## src/rtl/fifo_arb_pkg.sv

```systemverilog
// Shared defaults and helpers for the arbitrated FIFO front-end.
// Provides the default data width, depth and requester count, the derived
// count width, index-width helpers and the per-cycle FIFO operation encoding.
package fifo_arb_pkg;

  localparam int unsigned FifoDw    = 8;
  localparam int unsigned FifoDepth = 8;
  localparam int unsigned FifoNreq  = 2;
  localparam int unsigned FifoCw    = $clog2(FifoDepth + 1);

  // Width able to hold 0..depth inclusive.
  function automatic int unsigned cnt_width(input int unsigned depth);
    return $clog2(depth + 1);
  endfunction

  // Width of an index into n items; never zero so a single requester still works.
  function automatic int unsigned idx_width(input int unsigned n);
    return (n > 1) ? $clog2(n) : 1;
  endfunction

  // {write, read} strobes seen by the occupancy counter.
  typedef enum logic [1:0] {
    OpIdle  = 2'b00,
    OpRead  = 2'b01,
    OpWrite = 2'b10,
    OpBoth  = 2'b11
  } fifo_op_e;

endpackage

```

## src/rtl/rr_arbiter.sv

```systemverilog
// Round-robin write arbiter.
// Ports:
//   clk_i, rst_ni : clock and asynchronous active-low reset
//   en_i          : grants allowed this cycle (low while full or in reset)
//   req_i         : one request bit per requester
//   gnt_o         : one-hot grant, all zero when nothing is granted
// The search starts at rr_ptr; after a grant the pointer moves to the slot
// just past the winner, so the winner has lowest priority next time.
module rr_arbiter
  import fifo_arb_pkg::*;
#(
  parameter int unsigned NREQ = FifoNreq
) (
  input  logic            clk_i,
  input  logic            rst_ni,
  input  logic            en_i,
  input  logic [NREQ-1:0] req_i,
  output logic [NREQ-1:0] gnt_o
);

  localparam int unsigned IW = idx_width(NREQ);

  logic [IW-1:0]     rr_ptr_d, rr_ptr_q;
  logic [2*NREQ-1:0] req_dbl;
  logic [NREQ-1:0]   req_rot;
  logic [IW:0]       sum;
  logic [IW-1:0]     win;
  logic              found;

  always_comb begin
    gnt_o    = '0;
    rr_ptr_d = rr_ptr_q;
    found    = 1'b0;
    sum      = '0;
    win      = '0;
    // Rotate so that bit 0 corresponds to the requester at rr_ptr.
    req_dbl  = {req_i, req_i} >> rr_ptr_q;
    req_rot  = req_dbl[NREQ-1:0];
    if (en_i) begin
      for (int unsigned j = 0; j < NREQ; j++) begin
        if (!found && req_rot[j]) begin
          found = 1'b1;
          sum   = {1'b0, rr_ptr_q} + (IW+1)'(j);
        end
      end
      // Undo the rotation: winner = (rr_ptr + offset) mod NREQ.
      if (sum >= (IW+1)'(NREQ)) begin
        sum = sum - (IW+1)'(NREQ);
      end
      win = sum[IW-1:0];
      if (found) begin
        gnt_o    = NREQ'(1) << win;
        rr_ptr_d = (win == IW'(NREQ - 1)) ? '0 : win + IW'(1);
      end
    end
  end

  always_ff @(posedge clk_i or negedge rst_ni) begin
    if (!rst_ni) begin
      rr_ptr_q <= '0;
    end else begin
      rr_ptr_q <= rr_ptr_d;
    end
  end

endmodule

```

## src/rtl/fifo_arbiter.sv

```systemverilog
// Arbitrated write front-end and occupancy tracker for an external FIFO (p_fifo).
// Ports:
//   clk, reset            : clock, asynchronous active-low reset (shared with p_fifo)
//   wr_req, wr_data       : NREQ requesters, requester i data at [i*DW +: DW]
//   wr_gnt                : one-hot round-robin grant, zero when full
//   rd_req                : consumer pop request
//   rd_valid, rd_data     : popped data, one cycle after the pop
//   full, empty, count    : occupancy from the registered count
//   fifo_we, fifo_data    : write strobe/data towards p_fifo
//   fifo_rd, fifo_dataout : read strobe towards p_fifo and its registered read data
module fifo_arbiter
  import fifo_arb_pkg::*;
#(
  parameter int unsigned DW    = FifoDw,
  parameter int unsigned DEPTH = FifoDepth,
  parameter int unsigned NREQ  = FifoNreq
) (
  input  logic                          clk,
  input  logic                          reset,
  input  logic [NREQ-1:0]               wr_req,
  input  logic [NREQ*DW-1:0]            wr_data,
  output logic [NREQ-1:0]               wr_gnt,
  input  logic                          rd_req,
  output logic                          rd_valid,
  output logic [DW-1:0]                 rd_data,
  output logic                          full,
  output logic                          empty,
  output logic [cnt_width(DEPTH)-1:0]   count,
  output logic                          fifo_we,
  output logic                          fifo_rd,
  output logic [DW-1:0]                 fifo_data,
  input  logic [DW-1:0]                 fifo_dataout
);

  localparam int unsigned CW = cnt_width(DEPTH);

  logic [CW-1:0] count_d, count_q;
  logic          rd_valid_d, rd_valid_q;
  logic          grant_en;
  fifo_op_e      op;

  // Writes are refused whenever full, even if a pop happens in the same cycle.
  // The reset term keeps strobes quiet while reset is held low.
  always_comb begin
    grant_en = reset & ~full;
  end

  rr_arbiter #(
    .NREQ (NREQ)
  ) u_rr_arbiter (
    .clk_i  (clk),
    .rst_ni (reset),
    .en_i   (grant_en),
    .req_i  (wr_req),
    .gnt_o  (wr_gnt)
  );

  always_comb begin
    fifo_we   = |wr_gnt;
    fifo_data = '0;
    for (int unsigned i = 0; i < NREQ; i++) begin
      fifo_data = fifo_data | (wr_data[i*DW +: DW] & {DW{wr_gnt[i]}});
    end
  end

  always_comb begin
    full    = (count_q == CW'(DEPTH));
    empty   = (count_q == '0);
    count   = count_q;
    fifo_rd = rd_req & ~empty & reset;
  end

  always_comb begin
    op         = fifo_op_e'({fifo_we, fifo_rd});
    count_d    = count_q;
    rd_valid_d = fifo_rd;
    unique case (op)
      OpWrite: count_d = count_q + CW'(1);
      OpRead:  count_d = count_q - CW'(1);
      OpIdle,
      OpBoth:  count_d = count_q;
      default: count_d = count_q;
    endcase
  end

  always_ff @(posedge clk or negedge reset) begin
    if (!reset) begin
      count_q    <= '0;
      rd_valid_q <= 1'b0;
    end else begin
      count_q    <= count_d;
      rd_valid_q <= rd_valid_d;
    end
  end

  always_comb begin
    rd_valid = rd_valid_q;
    rd_data  = fifo_dataout;
  end

endmodule
```

## config.mk

```make
export PLATFORM = sky130hd
export DESIGN_NAME = fifo_arbiter
export DESIGN_NICKNAME = d
export VERILOG_FILES = /design/src/rtl/fifo_arb_pkg.sv /design/src/rtl/rr_arbiter.sv /design/src/rtl/fifo_arbiter.sv
export SDC_FILE = /design/constraint.sdc
export NUM_CORES = 1
export LEC_CHECK = 0
export ABC_AREA = 1
export CAP_MARGIN = 5
export CORE_MARGIN = 10
export CORE_UTILIZATION = 26
export CTS_CLUSTER_SIZE = 12
export DETAILED_ROUTE_END_ITERATION = 10
export PLACE_DENSITY = 0.73
export SKIP_CTS_REPAIR_TIMING = 1
export SLEW_MARGIN = 20
export SYNTH_ARGS = -nofsm -noshare
export SYNTH_HDL_FRONTEND = slang
export SYNTH_SLANG_ARGS = --single-unit
```

## constraint.sdc

```tcl
create_clock -name clk -period 1.89 [get_ports clk]
set_input_delay 0.378 -clock clk [delete_from_list [all_inputs] [get_ports clk]]
set_output_delay 0.378 -clock clk [all_outputs]
set_load 0.02 [all_outputs]
```

Word-level counts from Yosys, hierarchy flattened
Index checks and enable logic that the tools add are counted.
Operators by class
  add/sub/neg operators: 5
  magnitude comparators: 1
  equal/unequal tests: 4
  shifts and indexed selects: 2
  mux-type cells: 13
  bitwise logic cells: 8
  reduce and logical (&&, ||, !) cells: 7
Operator list (number)
  bitwise AND 8 bit: 2
  2-to-1 mux 1 bit: 8
  2-to-1 mux 2 bit: 4
  bitwise OR 8 bit: 1
  case mux 4 bit (2 select lines): 1
  adder 4 x 1 -> 4 bit, second input constant: 1
  equality test 2 bit, second input constant: 2
  equality test 4 bit, second input constant: 1
  logical NOT 4 bit: 1
  OR reduction 2 bit: 2
  right shift 4 x 1 -> 2 bit: 1
  subtractor 4 x 1 -> 4 bit, second input constant: 1
  bitwise AND 1 bit: 3
  adder 1 x 1 -> 2 bit, second input constant: 1
  equality test 2 x 1 -> 1 bit, second input constant: 1
  greater-or-equal comparator 2 bit, second input constant: 1
  logical NOT 2 bit: 1
  NOT 1 bit: 2
  AND reduction 2 bit: 1
  left shift 1 x 1 -> 2 bit, first input constant: 1
  adder 1 bit, second input constant: 1
  logical AND 1 bit: 1
  logical NOT 1 bit: 1
  subtractor 1 bit, second input constant: 1
Storage, ports and cells
  flip-flop bits (word level): 6
  input port bits: 29
  output and inout port bits: 27
  word-level logic and storage cells: 43

Depth between registers and ports, before layout
Gate-level depths: netlist of the first run.
  depth in word-level cells: 17
  mapped depth: 13
  gate-level depth less buffers: 13

By module
From an unflattened synthesis of the first run, not the netlist that was laid out.
Second synthesis, totals
  cell total of the unflattened synthesis: 71
  area, all modules: 551.8 um^2
Modules (own cells, without submodules)
  fifo_arbiter: instances 1, cells an instance 60, area an instance 481.7 um^2, sequential area each 125.1 um^2
  rr_arbiter: instances 1, cells an instance 11, area an instance 70.1 um^2, sequential area each 25.0 um^2

Worst setup path before layout of the first run
OpenSTA, ideal clock, no wires.
  path type: register to register
  start point: register count_q[1], in the netlist count[1]
  end point: register count_q[3], in the netlist count[3]
  setup time: 0.116 ns
  arrival: 2.726 ns
  required time: 1.774 ns
  path slack: -0.952 ns
  stages on the path, launching flop included: 10
  path buffers: 0
  period minus slack after synthesis: 2.842 ns
  cell sequence: dfrtp_1 nor4_1 nor2_1 ha_1 ha_1 or2_2 nand3_1 nand2_1 nand2_1 nand2_1
On the way
  elaborated cells on any way between the ends: 17
  those cells by class: add/sub (2); eq/ne (4); mux (2); bitwise (5); reduce/logical (4)
RTL lines
  start, declared: RTL line fifo_arbiter.sv:37  | logic [CW-1:0] count_d, count_q;
  start signal, assigned: RTL line fifo_arbiter.sv:91  | count_q <= count_d;
  logical NOT 4 bit (*): RTL line fifo_arbiter.sv:68  | empty = (count_q == '0);
  named net empty: RTL line fifo_arbiter.sv:27  | output logic empty,
  NOT 1 bit (*): RTL line fifo_arbiter.sv:70  | fifo_rd = rd_req & ~empty & reset;
  bitwise AND 1 bit (*) (2 in a row): RTL line fifo_arbiter.sv:70
  named net fifo_rd: RTL line fifo_arbiter.sv:30  | output logic fifo_rd,
  equality test 2 x 1 -> 1 bit, or another cell as far along: RTL line fifo_arbiter.sv:77  | unique case (op)
  case mux 4 bit (2 select lines) / OR reduction 2 bit (equally long branches): RTL line fifo_arbiter.sv:77
The timed path passes the listed nets; every way through them passes the cells marked *.
A chain may end at the register's enable or synchronous reset.

Worst setup path after layout of the first run
  start point: register count_q[3], in the netlist count[3]
  end point: output fifo_data[6]
On the way
  cells in the longest elaborated chain, start to end: 6
  elaborated cells on any way between the ends: 7
  those cells by class: eq/ne (1); mux (1); bitwise (5)
RTL lines
  equality test 4 bit (*): RTL line fifo_arbiter.sv:67  | full = (count_q == CW'(DEPTH));
  NOT 1 bit (*): RTL line fifo_arbiter.sv:45  | grant_en = reset & ~full;
  bitwise AND 1 bit (*): RTL line fifo_arbiter.sv:45
  2-to-1 mux 2 bit (*): RTL line rr_arbiter.sv:39  | if (en_i) begin
  bitwise AND 8 bit: RTL line fifo_arbiter.sv:62  | fifo_data = fifo_data | (wr_data[i*DW +: DW] & {DW{wr_gnt[i]}});
  bitwise OR 8 bit (*): RTL line fifo_arbiter.sv:62
  end, declared: RTL line fifo_arbiter.sv:31  | output logic [DW-1:0] fifo_data,
Mark *: on every way between the ends. The rest lies on a longest branch, timed or not.

==> results.yml, run 1 <==
die:
  horizontal_die_dimension_um: 67.4
  floorplan.initialDensity: 0.269
  die-height_um: 67.4
  io_pins: 56
  core_area_mm2: 0.00217
  floorplan.die_area_mm2: 0.00454
  rows: 17
cells_and_area:
  multi_input_area_um2: 433
  area_growth_pct: 119
  layout.nets: 178
  stdcell_area_mm2: 0.00128
  layout-drive-gt1-share: 0.438
  ff_latch_area_um2: 154
  final_util: 0.591
  n_fill_cell: 197
  final_antenna_diode_count: 0
timing:
  period_minus_slack_ns: 2.00
  unrepaired_setup_endpoints_after_global_routing: "yes"
  finalCritPeriodShare: 1.06
  fin_hold_ws_ns: 0.317
  worstMarginPinSlew_ns: 0.384
  maxSlewHeadroom: 0.744
  timing.clock.skew_ns: 0.00632
  report.final.setup_viol: 3
  post-route-worst-setup-slack_ns: -0.111
  fmaxAchievable_mhz: 500
  drv_slew: 0
  timing_hold_violations_final: 0
synth:
  syn_avg_cell_area_um2: 6.64
  synth_top_area_frac: 0.257
  synth_seq_area_share: 0.257
  ys.flop_type: "sky130_fd_sc_hd__dfrtp_1"
  synthDominantAreaCellType: "sky130_fd_sc_hd__dfrtp_1"
  synthTopCellsByArea: "sky130_fd_sc_hd__dfrtp_1, sky130_fd_sc_hd__nand2_1, sky130_fd_sc_hd__buf_4"
  postSynthNetCount: 121
  post-synth-top-count-cell: "sky130_fd_sc_hd__nand2_1"
  synth_seq_cells: 6
  number_of_warnings_printed_during_yosys_synthesis: 0
  postSynthCellCount: 88
  async_reset_ff_frac: 1.00
  ys_top_cells_by_count: "sky130_fd_sc_hd__nand2_1, sky130_fd_sc_hd__inv_1, sky130_fd_sc_hd__buf_4"
  synth_cell_type_count: 20
  syn_area_um2: 584
  synth-edff-count: 0
worst_setup_path:
  type_of_the_worst_setup_path: "flop to primary output"
  critical_path.cell_chain: "inv_2 -> nor2_2 -> nand2_2 -> buf_6 -> nand3_4 -> inv_4 -> buf_6 -> buf_6 -> nand2_2 -> nand2_2 -> buf_6"
  worstRegToRegCells: 13
  timing.critical_path.slowest_stage_cell: "sky130_fd_sc_hd__dfrtp_2"
  timing.rr.start: "count[3]$_DFFE_PN0N_"
  setup.worst_path.end_class: "primary output"
  critPathMaxStageDelay_ns: 0.40
  arrival_ns: 1.62
  timing.critical_path.from: "count[3]$_DFFE_PN0N_"
  worst_setup_path_start_kind: "flop"
  critical-path-top-cell-by-count: "sky130_fd_sc_hd__buf_6"
  critPathMaxFanout: 5
  cp.required_ns: 1.51
global_route:
  grtUsageMet2: 0.162
  grt_most_used_layer: "met2"
  first_global_vias: 719
  grt_antenna_before_repair: 0
  grt_first_pass_wirelength_mm: 3.20
  pin_count_of_the_biggest_net_entering_global_routing: 10
  globalRouteMet1Util: 0.0858
  overflow: 0
  overall_routing_resource_usage: 0.0914
  grt_use_met3: 0.0545
place:
  dp_hpwl_mm: 1.78
  dp_slack_ns: -0.510
  place.gp.congestion: 0.812
  port_buffers: 39
  placed_area_mm2: 0.00111
route:
  route.final.wire_length_mm: 2.43
  detail-route-antenna-nets: 0
  drt_iter0_drc: 32
  post_drt_wl_per_cell_um: 14.1
  detail_route.drc_violations: 0
  detailroute.via_count: 766
  average_vias_per_placed_instance: 4.45
  drtPass1Iterations: 4
power_and_ir_drop:
  p_leak_nw: 0.711
  pwr_density_cell_mw_per_mm2: 1080
  post-layout-total-power_mw: 1.38
  vdd_drop_max_v: 0.000710
clock_tree:
  clock_latency_at_the_later_pin_of_the_worst_skew_pair_ns: 0.25
  tritoncts: "done"
  cts.htree.levels: 1
  number_of_buffers_created_by_cts: 3
  numClockSinks: 6
  worst_setup_hold_path_clk_slew_ns: 0.05
  clock_tree.buffer_depth: 2
  cts.root.buffer_cell: "sky130_fd_sc_hd__clkbuf_4"
flow_run:
  max_cap_violations: 0
outcome:
  status: "finished, violations left"
  failed_checks: "setup timing"
worst_hold_path:
  hp-class: "primary input to async pin"
## metal layers
layer | vias to the layer above | wire length (µm)
li1 | 373 | -
met1 | 349 | 987
met2 | 39 | 1140
met3 | 5 | 272
met4 | 0 | 27
met5 | - | 0
## registers in the layout, summed over array words and instances, names as in the netlist
| register | flops |
|---|---|
| rd_valid | 1 |
| count | 4 |
| u_rr_arbiter.rr_ptr_q | 1 |
## cell usage in the layout (no fill, tap or decap), types with 2 or more instances in the layout
cell type | Yosys | routed
sky130_fd_sc_hd__clkbuf_4 | 0 | 3
sky130_fd_sc_hd__inv_2 | 1 | 2
sky130_fd_sc_hd__clkdlybuf4s50_1 | 0 | 22
sky130_fd_sc_hd__buf_4 | 8 | 15
sky130_fd_sc_hd__nand3_4 | 0 | 2
sky130_fd_sc_hd__nand2_1 | 40 | 31
sky130_fd_sc_hd__ha_4 | 0 | 2
sky130_fd_sc_hd__inv_4 | 2 | 2
sky130_fd_sc_hd__nor2_1 | 4 | 3
sky130_fd_sc_hd__nand2_2 | 1 | 9
sky130_fd_sc_hd__inv_1 | 9 | 8
sky130_fd_sc_hd__dfrtp_2 | 0 | 3
sky130_fd_sc_hd__nor2_2 | 2 | 2
sky130_fd_sc_hd__buf_6 | 0 | 13
sky130_fd_sc_hd__dfrtp_1 | 6 | 3
sky130_fd_sc_hd__dlymetal6s2s_1 | 0 | 7
## area by class of cell
| cell class | count | share of cell area |
|---|---|---|
| timing repair buffer | 59 | 0.450 |
| multi-input combinational | 62 | 0.338 |
| sequential | 6 | 0.120 |
| inverter | 12 | 0.0390 |
| tap | 28 | 0.0273 |
| clock buffer | 4 | 0.0205 |
| timing repair inverter | 1 | 0.00585 |
## power by group
part	total (mW)	switching (mW)	leakage [nW]	internal, mW
combinational	1.00	0.487	0.626	0.515
clock	0.130	0.0497	0.0150	0.0802
sequential	0.251	0.0634	0.0708	0.188
total	1.38	0.600	0.711	0.784
## through the flow
stage / TNS [ns] / std cells
finish: -0.137 / 172
global route: -1.17 / 172
CTS: -6.52 / 164
detailed placement: -6.76 / 160
global placement: -6.33 / 160
floorplan: -0.274 / 88
## worst max-delay path, delay by kind of cell (launching register included)
| kind | cells | cell delay, ns |
|---|---|---|
| buffers and inverters | 6 | 0.59 |
| flip-flops | 1 | 0.40 |
| AND/OR/NAND/NOR | 5 | 0.38 |
## cell families after synthesis
family | Yosys count | synth area share
compound gates | 4 | 0.0471
xor+xnor | 2 | 0.0300
fa+ha+maj | 4 | 0.0985
buf+inv | 20 | 0.188
flops | 6 | 0.257
simple gates | 52 | 0.379
## worst paths after layout
| check | slack (ns) | endpoint |
|---|---|---|
| setup / recovery | -0.11 | fifo_data[6] |
| hold reg to reg | 0.56 | u_rr_arbiter.rr_ptr_q$_DFFE_PN0P_ |
| setup reg to reg | 0.01 | count[3]$_DFFE_PN0N_ |
| min in group clk | 0.56 | u_rr_arbiter.rr_ptr_q$_DFFE_PN0P_ |
| max in group asynchronous | 1.45 | count[0]$_DFFE_PN0N_ |
| hold / removal | 0.32 | u_rr_arbiter.rr_ptr_q$_DFFE_PN0P_ |
(Power assumes the default switching activity.)
==> run 2: changes to the inputs <==
--- a/config.mk
+++ b/config.mk
@@ -7,11 +7,13 @@
 export LEC_CHECK = 0
 export ABC_AREA = 1
 export CAP_MARGIN = 5
+export CELL_PAD_IN_SITES_DETAIL_PLACEMENT = 0
+export CELL_PAD_IN_SITES_GLOBAL_PLACEMENT = 1
 export CORE_MARGIN = 10
-export CORE_UTILIZATION = 26
+export CORE_UTILIZATION = 16
 export CTS_CLUSTER_SIZE = 12
 export DETAILED_ROUTE_END_ITERATION = 10
-export PLACE_DENSITY = 0.73
+export PLACE_DENSITY_LB_ADDON = 0.1
 export SKIP_CTS_REPAIR_TIMING = 1
 export SLEW_MARGIN = 20
 export SYNTH_ARGS = -nofsm -noshare
==> run 2 against run 1 <==
  * The run still ends with setup timing left
  * Clock power is 58% higher
  * Die area grew 42%
  * Non-clock buffer count is 3 lower
==> results.yml, run 2 (same netlist as run 1, synthesis figures left out) <==
timing:
  timing_hold_violations_final: 0
  maxSlewHeadroom: 0.798
  finalCritPeriodShare: 1.04
  fin_hold_ws_ns: 0.0605
  drv_slew: 0
  unrepaired_setup_endpoints_after_global_routing: "yes"
  fmaxAchievable_mhz: 508
  report.final.setup_viol: 2
  period_minus_slack_ns: 1.97
  timing.clock.skew_ns: 0.00200
  post-route-worst-setup-slack_ns: -0.0791
  worstMarginPinSlew_ns: 0.301
cells_and_area:
  layout.cells.most_common: "sky130_fd_sc_hd__nand2_1"
  final_cell_mix: "sky130_fd_sc_hd__nand2_1, sky130_fd_sc_hd__clkdlybuf4s50_1, sky130_fd_sc_hd__buf_4"
  final_antenna_diode_count: 0
  layout-drive-gt1-share: 0.430
  area_growth_pct: 124
  largest_reg_flops: 4
  layout.nets: 176
global_route:
  overflow: 0
  grt_antenna_before_repair: 0
  grt_first_pass_wirelength_mm: 3.53
  pin_count_of_the_biggest_net_entering_global_routing: 10
  first_global_vias: 716
  overall_routing_resource_usage: 0.0678
clock_tree:
  clock_tree.buffer_depth: 2
  numClockSinks: 6
  tritoncts: "done"
  cts.htree.levels: 1
  cts.root.buffer_cell: "sky130_fd_sc_hd__clkbuf_8"
  clock_latency_at_the_later_pin_of_the_worst_skew_pair_ns: 0.22
  worst_setup_hold_path_clk_slew_ns: 0.04
  number_of_buffers_created_by_cts: 3
worst_setup_path:
  critPathMaxFanout: 4
  setup.worst_path.end_class: "flop"
  worstSetupEndpoint: "count[3]$_DFFE_PN0N_"
  reg2reg_setup_slack_ns: -0.08
  timing.rr.start: "count[3]$_DFFE_PN0N_"
  timing.critical_path.from: "count[3]$_DFFE_PN0N_"
  timing.critical_path.slowest_stage_cell: "sky130_fd_sc_hd__dfrtp_2"
  critPathMaxStageDelay_ns: 0.42
  worstRegToRegCells: 14
  arrival_ns: 2.13
  cp.required_ns: 2.05
  worst_r2r_endpoint: "count[3]$_DFFE_PN0N_"
  critical-path-top-cell-by-count: "sky130_fd_sc_hd__nand2_2"
  worst_setup_path_start_kind: "flop"
  type_of_the_worst_setup_path: "flop to flop"
  critical_path.cell_chain: "buf_6 -> inv_4 -> nor2_4 -> nand2_4 -> o211ai_2 -> buf_4 -> ha_4 -> ha_4 -> or2_4 -> nand2_2 -> nand2_2 -> nand2_2 -> nand2_1 -> nand2_1"
place:
  place.gp.congestion: 0.671
  dp_slack_ns: -0.526
  dp_hpwl_mm: 1.91
  port_buffers: 39
route:
  detail-route-antenna-nets: 0
  average_vias_per_placed_instance: 3.84
  detail_route.drc_violations: 0
  route.final.wire_length_mm: 2.38
  detailroute.via_count: 722
  drtPass1Iterations: 2
  post_drt_wl_per_cell_um: 12.7
  drt_iter0_drc: 8
power_and_ir_drop:
  p_sw_frac: 0.429
  p_leak_nw: 0.725
  netSwitchingPower_mw: 0.640
  vdd_drop_max_v: 0.000622
  pwr_density_cell_mw_per_mm2: 1140
  p_int_mw: 0.852
  p_seq_frac: 0.171
  post-layout-total-power_mw: 1.49
  clkPwrFrac: 0.138
  comb_power_share: 0.690
worst_hold_path:
  hp-class: "primary input to async pin"
die:
  horizontal_die_dimension_um: 80.4
  floorplan.die_area_mm2: 0.00647
  floorplan.initialDensity: 0.170
  core_area_mm2: 0.00344
  rows: 21
  io_pins: 56
  die-height_um: 80.4
outcome:
  failed_checks: "setup timing"
  status: "finished, violations left"
flow_run:
  max_cap_violations: 0
==> run 2: changes by cell type in the layout (fill, tap and decap cells not counted), moves of 3 or more <==
cell and change:
sky130_fd_sc_hd__buf_4 +4, sky130_fd_sc_hd__buf_6 -10, sky130_fd_sc_hd__clkbuf_4 -3, sky130_fd_sc_hd__clkbuf_8 +3
==> run 2: through the flow <==
| step | cells | TNS (ns) | cell area (µm²) | utilization |
|---|---|---|---|---|
| 3_5_place_dp | 177 | -6.48 | 1120 | 0.326 |
| 6_report | 188 | -0.0803 | 1310 | 0.380 |
| 5_1_grt | 188 | -0.707 | 1310 | 0.380 |
| 3_3_place_gp | 177 | -6.48 | 1120 | 0.326 |
| 4_1_cts | 181 | -6.13 | 1170 | 0.339 |
| 2_1_floorplan | 88 | -0.274 | 643 | - |
==> run 2: power by group through the flow <==
stage	Combinational [mW]	Clock [mW]	Sequential, mW
after detailed placement	0.909	0	0.248
after floorplan	0.425	0	0.332
final	1.03	0.206	0.256
after global placement	0.903	0	0.247
after global routing	1.13	0.217	0.263
after CTS	0.910	0.211	0.247
==> run 2: layout make-up <==
type	instances	area (µm²)
repair inverters	2	15.0
repair buffers	56	534
fillers	377	2130
inverters	12	55.1
well taps	46	57.6
clock buffers	4	45.0
multi-input cells	62	447
flip-flops and latches	6	154
==> run 2: worst max-delay path: cells and delay by family, from the launching register on <==
family / cells / cell delay [ns]
simple gates: 8 / 0.62
flops: 1 / 0.42
fa+ha+maj: 2 / 0.41
buf+inv: 3 / 0.33
compound gates: 1 / 0.11
==> run 2: how the worst min path moves through the flow <==
stage	slack, ns	cells past startpoint	end
floorplan	0.08	0	count[0]$_DFFE_PN0N_
detailed placement	0.49	2	u_rr_arbiter.rr_ptr_q$_DFFE_PN0P_
CTS	0.42	2	u_rr_arbiter.rr_ptr_q$_DFFE_PN0P_
global route	0.06	2	rd_valid$_DFF_PN0_
global placement	0.50	2	u_rr_arbiter.rr_ptr_q$_DFFE_PN0P_
finish	0.06	2	rd_valid$_DFF_PN0_
==> run 2: per-layer routing <==
layer  GRT usage  vias to the layer above  part of all wire
met5           0                        -                 0
met4      0.0458                        0             0.017
met3      0.0100                        8             0.034
met2       0.122                       13              0.58
met1      0.0706                      333              0.37
li1            -                      368                 -
==> run 3: changes to the inputs <==
--- a/config.mk
+++ b/config.mk
@@ -11,6 +11,7 @@
 export CELL_PAD_IN_SITES_GLOBAL_PLACEMENT = 1
 export CORE_MARGIN = 10
 export CORE_UTILIZATION = 16
+export CTS_CLUSTER_DIAMETER = 50
 export CTS_CLUSTER_SIZE = 12
 export DETAILED_ROUTE_END_ITERATION = 10
 export PLACE_DENSITY_LB_ADDON = 0.1
==> results of run 3 <==
No change in the layout: final DEF, timing and power equal those of run 2.
